===== src/rtl/exec_stage_q.sv =====
// exec_stage_q: execute stage (single-cycle ALU ops, iterative shift-add multiply) feeding a result FIFO
// Ports:
//   clk, reset (async, active-low)
//   i_input_valid/o_ready     : instruction handshake (accepted only in IDLE)
//   i_pc, i_opcode, i_opA, i_opB, i_dest_reg, i_dest_addr : decoded instruction
//   i_next_ready              : writeback pops the head entry when o_res_valid is high
//   o_res_valid + o_pc, o_opcode, o_res, o_dest_reg, o_dest_addr, o_illegal : FIFO head entry
//   o_busy                    : instruction in flight or results queued
// Build option EXEC_FLAGS_EN adds o_flags = {N,Z,C,V}, stored per FIFO entry.
module exec_stage_q #(
    parameter int DATA_WIDTH = 32,
    parameter int ADDR_WIDTH = 16,
    parameter int OUT_DEPTH  = 4
) (
    input  logic                  clk,
    input  logic                  reset,
    input  logic                  i_input_valid,
    output logic                  o_ready,
    input  logic [ADDR_WIDTH-1:0] i_pc,
    input  logic [7:0]            i_opcode,
    input  logic [DATA_WIDTH-1:0] i_opA,
    input  logic [DATA_WIDTH-1:0] i_opB,
    input  logic [3:0]            i_dest_reg,
    input  logic [ADDR_WIDTH-1:0] i_dest_addr,
    input  logic                  i_next_ready,
    output logic                  o_res_valid,
    output logic [ADDR_WIDTH-1:0] o_pc,
    output logic [7:0]            o_opcode,
    output logic [DATA_WIDTH-1:0] o_res,
    output logic [3:0]            o_dest_reg,
    output logic [ADDR_WIDTH-1:0] o_dest_addr,
    output logic                  o_illegal,
`ifdef EXEC_FLAGS_EN
    output logic [3:0]            o_flags,
`endif
    output logic                  o_busy
);
    localparam logic [7:0] OPC_XOR = 8'h01;
    localparam logic [7:0] OPC_AND = 8'h02;
    localparam logic [7:0] OPC_OR  = 8'h03;
    localparam logic [7:0] OPC_ADD = 8'h04;
    localparam logic [7:0] OPC_SUB = 8'h05;
    localparam logic [7:0] OPC_SHL = 8'h06;
    localparam logic [7:0] OPC_SHR = 8'h07;
    localparam logic [7:0] OPC_MUL = 8'h08;
    localparam int SW = $clog2(DATA_WIDTH);
    localparam int CW = $clog2(DATA_WIDTH + 1);
    localparam int PW = $clog2(OUT_DEPTH);
    localparam int M  = DATA_WIDTH - 1;

    typedef enum logic [1:0] {IDLE, EXEC, MUL, WAIT} state_t;

    typedef struct packed {
        logic [ADDR_WIDTH-1:0] pc;
        logic [7:0]            opcode;
        logic [DATA_WIDTH-1:0] res;
        logic [3:0]            dest_reg;
        logic [ADDR_WIDTH-1:0] dest_addr;
        logic                  illegal;
`ifdef EXEC_FLAGS_EN
        logic [3:0]            flags;
`endif
    } entry_t;

    state_t                state, state_n;
    logic [ADDR_WIDTH-1:0] pc_r, dest_addr_r;
    logic [7:0]            opc_r;
    logic [DATA_WIDTH-1:0] a_r, b_r, acc, mul_next, alu_res;
    logic [3:0]            dest_reg_r;
    logic [CW-1:0]         cnt;
    logic [SW-1:0]         sh;
    logic                  alu_ill, last, push, pop, push_ok;
    entry_t                mem [OUT_DEPTH];
    entry_t                in_e, head;
    logic [PW-1:0]         wr_ptr, rd_ptr;
    logic [PW:0]           count;

    assign sh       = b_r[SW-1:0];
    assign mul_next = acc + (b_r[0] ? a_r : '0);
    assign last     = cnt == CW'(DATA_WIDTH - 1);

    always_comb begin
        alu_res = '0;
        alu_ill = 1'b0;
        case (opc_r)
            OPC_XOR: alu_res = a_r ^ b_r;
            OPC_AND: alu_res = a_r & b_r;
            OPC_OR:  alu_res = a_r | b_r;
            OPC_ADD: alu_res = a_r + b_r;
            OPC_SUB: alu_res = a_r - b_r;
            OPC_SHL: alu_res = a_r << sh;
            OPC_SHR: alu_res = a_r >> sh;
            default: alu_ill = 1'b1;
        endcase
    end

    // FIFO control: a full FIFO still accepts a push when the head leaves in the same cycle
    assign o_res_valid = count != '0;
    assign pop         = o_res_valid & i_next_ready;
    assign push_ok     = (count != (PW + 1)'(OUT_DEPTH)) | pop;
    assign push        = push_ok & ((state == EXEC && opc_r != OPC_MUL) || (state == MUL && last) || state == WAIT);

    always_ff @(posedge clk or negedge reset) begin
        if (!reset) state <= IDLE;
        else        state <= state_n;
    end

    always_comb begin
        state_n = state;
        case (state)
            IDLE:    state_n = i_input_valid ? EXEC : IDLE;
            EXEC:    state_n = (opc_r == OPC_MUL) ? MUL : push_ok ? IDLE : EXEC;
            MUL:     state_n = !last ? MUL : push_ok ? IDLE : WAIT;
            WAIT:    state_n = push_ok ? IDLE : WAIT;
            default: state_n = IDLE;
        endcase
    end

    // Multiply consumes one opB bit per cycle: opA shifts left, opB shifts right
    always_ff @(posedge clk or negedge reset) begin
        if (!reset) begin
            pc_r        <= '0;
            opc_r       <= '0;
            a_r         <= '0;
            b_r         <= '0;
            dest_reg_r  <= '0;
            dest_addr_r <= '0;
            acc         <= '0;
            cnt         <= '0;
        end else begin
            if (state == IDLE && i_input_valid) begin
                pc_r        <= i_pc;
                opc_r       <= i_opcode;
                a_r         <= i_opA;
                b_r         <= i_opB;
                dest_reg_r  <= i_dest_reg;
                dest_addr_r <= i_dest_addr;
            end
            if (state == EXEC) begin
                acc <= '0;
                cnt <= '0;
            end
            if (state == MUL) begin
                acc <= mul_next;
                a_r <= a_r << 1;
                b_r <= b_r >> 1;
                cnt <= cnt + 1'b1;
            end
        end
    end

    always_comb begin
        in_e           = '0;
        in_e.pc        = pc_r;
        in_e.opcode    = opc_r;
        in_e.dest_reg  = dest_reg_r;
        in_e.dest_addr = dest_addr_r;
        in_e.illegal   = state == EXEC && alu_ill;
        in_e.res       = in_e.illegal ? '0 : (state == EXEC) ? alu_res : (state == MUL) ? mul_next : acc;
`ifdef EXEC_FLAGS_EN
        // Carry/borrow from operand and result MSBs; shifts report the last bit shifted out
        in_e.flags[3]  = in_e.res[M];
        in_e.flags[2]  = !in_e.illegal && in_e.res == '0;
        in_e.flags[1]  = state != EXEC ? 1'b0
                       : (opc_r == OPC_ADD) ? (a_r[M] & b_r[M]) | ((a_r[M] | b_r[M]) & ~alu_res[M])
                       : (opc_r == OPC_SUB) ? (~a_r[M] & b_r[M]) | ((~a_r[M] | b_r[M]) & alu_res[M])
                       : (opc_r == OPC_SHL) ? (sh != '0) & a_r[SW'(DATA_WIDTH - int'(sh))]
                       : (opc_r == OPC_SHR) ? (sh != '0) & a_r[sh - 1'b1]
                       : 1'b0;
        in_e.flags[0]  = state != EXEC ? 1'b0
                       : (opc_r == OPC_ADD) ? (a_r[M] == b_r[M]) & (alu_res[M] != a_r[M])
                       : (opc_r == OPC_SUB) ? (a_r[M] != b_r[M]) & (alu_res[M] != a_r[M])
                       : 1'b0;
`endif
    end

    always_ff @(posedge clk) begin
        if (push) mem[wr_ptr] <= in_e;
    end

    always_ff @(posedge clk or negedge reset) begin
        if (!reset) begin
            wr_ptr <= '0;
            rd_ptr <= '0;
            count  <= '0;
        end else begin
            if (push) wr_ptr <= wr_ptr + 1'b1;
            if (pop)  rd_ptr <= rd_ptr + 1'b1;
            count <= count + (PW + 1)'(push) - (PW + 1)'(pop);
        end
    end

    // Head fields read as zero while the FIFO is empty
    assign head        = o_res_valid ? mem[rd_ptr] : '0;
    assign o_pc        = head.pc;
    assign o_opcode    = head.opcode;
    assign o_res       = head.res;
    assign o_dest_reg  = head.dest_reg;
    assign o_dest_addr = head.dest_addr;
    assign o_illegal   = head.illegal;
`ifdef EXEC_FLAGS_EN
    assign o_flags     = head.flags;
`endif
    assign o_ready     = state == IDLE;
    assign o_busy      = state != IDLE || o_res_valid;
endmodule

===== config.mk =====
export PLATFORM = sky130hd
export DESIGN_NAME = exec_stage_q
export DESIGN_NICKNAME = d
export VERILOG_FILES = /design/src/rtl/exec_stage_q.sv
export SDC_FILE = /design/constraint.sdc
export NUM_CORES = 1
export LEC_CHECK = 0
export CORE_ASPECT_RATIO = 0.6
export CORE_MARGIN = 5
export CORE_UTILIZATION = 60
export DETAILED_ROUTE_END_ITERATION = 8
export PLACE_DENSITY = 0.9
export SLEW_MARGIN = 5
export SYNTH_ARGS = -nofsm -noshare
export SYNTH_HDL_FRONTEND = slang
export SYNTH_SLANG_ARGS = --single-unit
export TNS_END_PERCENT = 20

===== constraint.sdc =====
create_clock -name clk -period 8.45 [get_ports clk]
set_clock_uncertainty 0.05 [all_clocks]
set_input_delay 1.69 -clock clk [delete_from_list [all_inputs] [get_ports clk]]
set_output_delay 1.69 -clock clk [all_outputs]
set_load 0.05 [all_outputs]

Word level (Yosys, flattened, before mapping):

Memory sizes are Yosys's and may differ from the RTL's.
Cells that the tools add are included.

* add/sub/neg operators: 8
* equality and inequality tests: 14
* shifts and indexed selects: 2
* multiplexer cells: 23
* bitwise logic cells: 6
* reduce and logical (&&, ||, !) cells: 13

Operators by type and width (count)
* $mux W32: 10
* $pmux W32 S7: 1
* $mux W77: 1
* $add A32 B32 Y32: 2
* $and A32 B32 Y32: 1
* $eq A8 B3 Y1 const B: 4
* $or A32 B32 Y32: 1
* $shl A32 B5 Y32: 1
* $shr A32 B5 Y32: 1
* $sub A32 B32 Y32: 1
* $xor A32 B32 Y32: 1
* $eq A8 B2 Y1 const B: 2
* $mux W6: 2
* $eq A8 B1 Y1 const B: 1
* $eq A8 B4 Y1 const B: 1
* $ne A8 B4 Y1 const B: 1
* $pmux W2 S4: 1
* $reduce_or A7 Y1: 1
* $add A6 B1 Y6 const B: 1
* $eq A6 B5 Y1 const B: 1
* $mux W2: 3
* $reduce_bool A2 Y1: 3
* $mux W1: 5
* $add A2 B1 Y2 const B: 2
* other kinds (11): 18

* register bits: 155
* RAM bits: 308
* output and inout port bits: 80
* word-level logic and storage cells: 79
* memories kept: 1

Memories
* mem: words 4, width 77, read ports 1, clocked after Yosys merged registers in 0, write ports 1, RTL line 73 `entry_t mem [OUT_DEPTH];`

Depth between registers and ports, before layout:

* depth after elaboration: 7
* gate-level depth with buffers: 21
* mapped depth without buffers: 17

Least setup slack after synthesis:

OpenSTA, ideal clock, no wires.

* path kind: reg-to-reg
* from: reg b_r[0]
* to: mem mem[0][50] (netlist bit), data pin
* setup time: 0.269 ns
* data arrival time: 4.530 ns
* required time: 8.131 ns
* setup slack: 3.600 ns
* cell stages (with the launch flop): 22
* path buffers: 4
* period minus slack after synthesis: 4.850 ns
* path through: dfrtp_1 buf_2 buf_6 inv_2 clkbuf_1 clkbuf_1 ha_1 nand4_1 nand2b_1 or4_4 nor4_4 nor2_1 xnor2_1 ha_1 a21oi_1 o21ai_0 nor3_1 a21oi_1 a41oi_1 nor2_1 mux2i_1 a211o_1

RTL lines
* start, declared: RTL line 68 `logic [DATA_WIDTH-1:0] a_r, b_r, acc, mul_next, alu_res;`
* start signal, assigned: RTL line 135 `b_r <= i_opB;`
* start signal, assigned: RTL line 146 `b_r <= b_r >> 1;`
* end, declared: RTL line 73

==> metrics.md <==
| Metric | Value |
|---|---|
| Pwr Density | 310 nW/um^2 |
| Number of fillers in the final layout | roughly 3200 |
| CP max FO | 22 |
| Worst r2r src | opc_r[5]$_DFFE_PN0P_ |
| Post-synth top area share | 33.1% |
| Post-CTS Setup Inserts | 0 |
| TritonCTS clock tree | yes |
| Min Clock Period, post-route | roughly 6000 ps |
| WP data arrival | 6400 ps |
| WL/cell | 28.3 um |
| Async set or reset register ratio after synthesis | 33.5% |
| Post-CTS Hold Buffers | 0 |
| Top_reg_cell synth | edfxtp_1 |
| Initial core utilization | 60.5% |
| Share of layout cells above drive strength 1 | 12.6% |
| Setup TNS | 0 ps |
| WS Path Type | reg2reg |
| Worst-Skew Late Latency | 580 ps |
| EDFF count, synth | 308 |
| Unique masters post-synth | 90 |
| Gr usage total | 35.3% |
| DIE HEIGHT | around 180 um |
| WL final | 91100 um |
| Pin count of the biggest net entering global routing | 85 |
| RSZ-0062 raised after global routing | false |
| Die area | just over 50000 um^2 |
| Gate Count Post-Synth | 2428 |
| Final Net Count | 2804 |
| Top post-synthesis cells by area | edfxtp_1 (33%), dfrtp_1 (14%), mux4_2 (9.2%), ha_1 (6.2%), mux2i_1 (4.3%) |
| Worst setup path startpoint | opc_r[5]$_DFFE_PN0P_ |
| Final Max Slew Viols | 0 |
| Cts bufs inserted | 42 |
| Drt first pass iters | 8 |
| Worst vdd ir | 0.405 mV |
| Leading area contributor after synthesis | edfxtp_1 |
| Avg Cell Area, Syn | 11.5 um^2 |
| FF+latch count, synth | between 400 and 500 |
| Synthesis-to-finish area growth | 13.5% |
| Slew headroom | between 20% and 30% |
| HPWL after DPL | between 60000 and 70000 um |
| Hold Worst Slack | ~450 ps |
| Worst setup SP type | flop |
| CTS max path bufs | 3 |
| Most frequent cells after synthesis | edfxtp_1 (308), nand2_1 (202), nor2_1 (162) |
| Syn Nets | about 2700 |
| Post-CTS sizing | 0 |
| Max cap viols | 0 |
| Fmax | around 160 MHz |
| GRT overflow | 0 |
| Global placer's final weighted congestion | between 1 and 1.5 |
| CTS root buffer | clkbuf_16 |
| Post-Layout Inst Area | ~32000 um^2 |
| Sequential share of the synthesized area | between 40% and 50% |
| Crit path required time | 8740 ps |
| Count leader, synth | edfxtp_1 |
| Placed instance area | 30400 um^2 |
| Final worst path period share | 72.3% |
| Worst Tran Pin Value | roughly 1100 ps |
| Min-delay worst type | reg2reg |
| Clock sink count | 463 |
| Mapped cell area | 28000 um^2 |
| FP Rows | 61 |
| Endpoint class of the critical path | flop |
| Worst-path clk slew | 70 ps |
| Vias per inst | a little under 7 |
| H-tree depth | 2 |
| IO Pins | roughly 190 |
| PortBufs | 191 |
| Vias | 21800 |
| Final ANT Viol Nets | 0 |
| Min-Delay Startpoint | count[2]$_DFF_PN0_ |
| Final setup fails | 0 |
| Status | complete, no violations |
| DR iter-0 viols | 3254 |
| Antenna violations before repair | 3 |
| Syn. warnings | 0 |
| Die width | 289 um |
| Final hold violations | 0 |
| Vias in the first global route | about 21000 |
| First-pass GRT wire length | 136000 um |
| Core Area | 46200 um^2 |
| LEAKAGE | 12.1 nW |
| Post-route DRC violation count | 0 |
cells by family after synthesis:
family	after synthesis	synth area share, %
AOI/OAI and AO/OA	554	13.1
xor gates and xnor gates	84	2.66
and+or+nand+nor	625	10.8
buffers and inverters	250	3.53
DFF	463	47.0
adders and majority gates	142	6.44
muxes	310	16.5
cell type report:
| type | instances | area, um^2 | share of cell area, % |
|---|---|---|---|
| tap | 630 | 788 | 2.49 |
| multi-input combinational | 1715 | 13900 | 43.8 |
| timing repair buffer | 233 | 2230 | 7.03 |
| clock buffer | 63 | 1190 | 3.75 |
| inverter | 95 | 357 | 1.12 |
| clock inverter | 14 | 114 | 0.359 |
| antenna | 2 | 5.00 | 0.0158 |
| sequential | 463 | 13100 | 41.4 |
path summary, 6_finish.rpt:
kind	endpoint	depth (start not counted)	slack, ps
min in group asynchronous	b_r[6]$_DFFE_PN0P_	1	970
setup reg to reg	mem[2][52]$_DFFE_PP_	15	2340
setup / recovery	mem[2][52]$_DFFE_PP_	15	2340
max in group asynchronous	rd_ptr[0]$_DFFE_PN0P_	2	6060
hold / removal	count[2]$_DFF_PN0_	1	450
hold reg to reg	count[2]$_DFF_PN0_	1	450
report_power, final:
part	leakage [nW]	switching [W]	total (W)	internal (W)
Clock	0.630	0.000859	0.00184	0.000986
Sequential	4.77	0.000436	0.00325	0.00281
Combinational	6.70	0.00296	0.00474	0.00178
flip-flops by register name, summed over array words and instances, names as in the netlist:
signal,cells
opc_r,8
count,3
state,2
b_r,32
dest_addr_r,16
a_r,32
wr_ptr,2
dest_reg_r,4
cnt,6
rd_ptr,2
pc_r,16
acc,32
mem,308
metal layers:
metal / vias up / global-route usage [%] / wire [um]
met5: - / 0 / 25
met2: 1486 / 51.2 / 39200
met1: 10800 / 52.8 / 37500
met3: 178 / 11.2 / 12200
li1: 9372 / - / -
met4: 4 / 7.85 / 2160
through the flow:
step	power [W]	std cells	utilization [%]	setup WS (ps)
after global routing	0.0102	3213	68.7	2230
after global placement	0.00781	3136	65.9	2800
after CTS	0.00976	3213	68.7	2670
after floorplan	0.00631	2428	-	3600
after detailed placement	0.00789	3136	65.9	2730
final	0.00984	3215	68.7	2340
critical path: stages, from the launching register on:
cell and delay [ps]:
dfrtp_1 450, or4_1 740, nor3_1 250, buf_4 260
nand2_1 580, nand2_1 250, xnor2_1 140, ha_1 300
a211oi_1 360, nor2_1 120, a211oi_1 700, nand4_1 420
a41oi_1 520, nor2_1 140, or3_1 390, o2111ai_1 210
cells in the final DEF (no fill, tap or decap), drive strengths merged, types with 20 or more instances in the layout:
cell type,count
edfxtp,308
nand2,202
clkdlybuf4s50,190
o21ai,177
nor2,162
dfrtp,155
ha,139
mux2i,119
mux4,114
a21oi,97
and2,95
inv,95
mux2,77
xnor2,66
clkbuf,63
buf,43
nand3,36
a221oi,33
nor3,27
a211oi,25
a21o,23
a31oi,22
o22ai,20
Note: power is estimated with default switching activity, not from simulation.
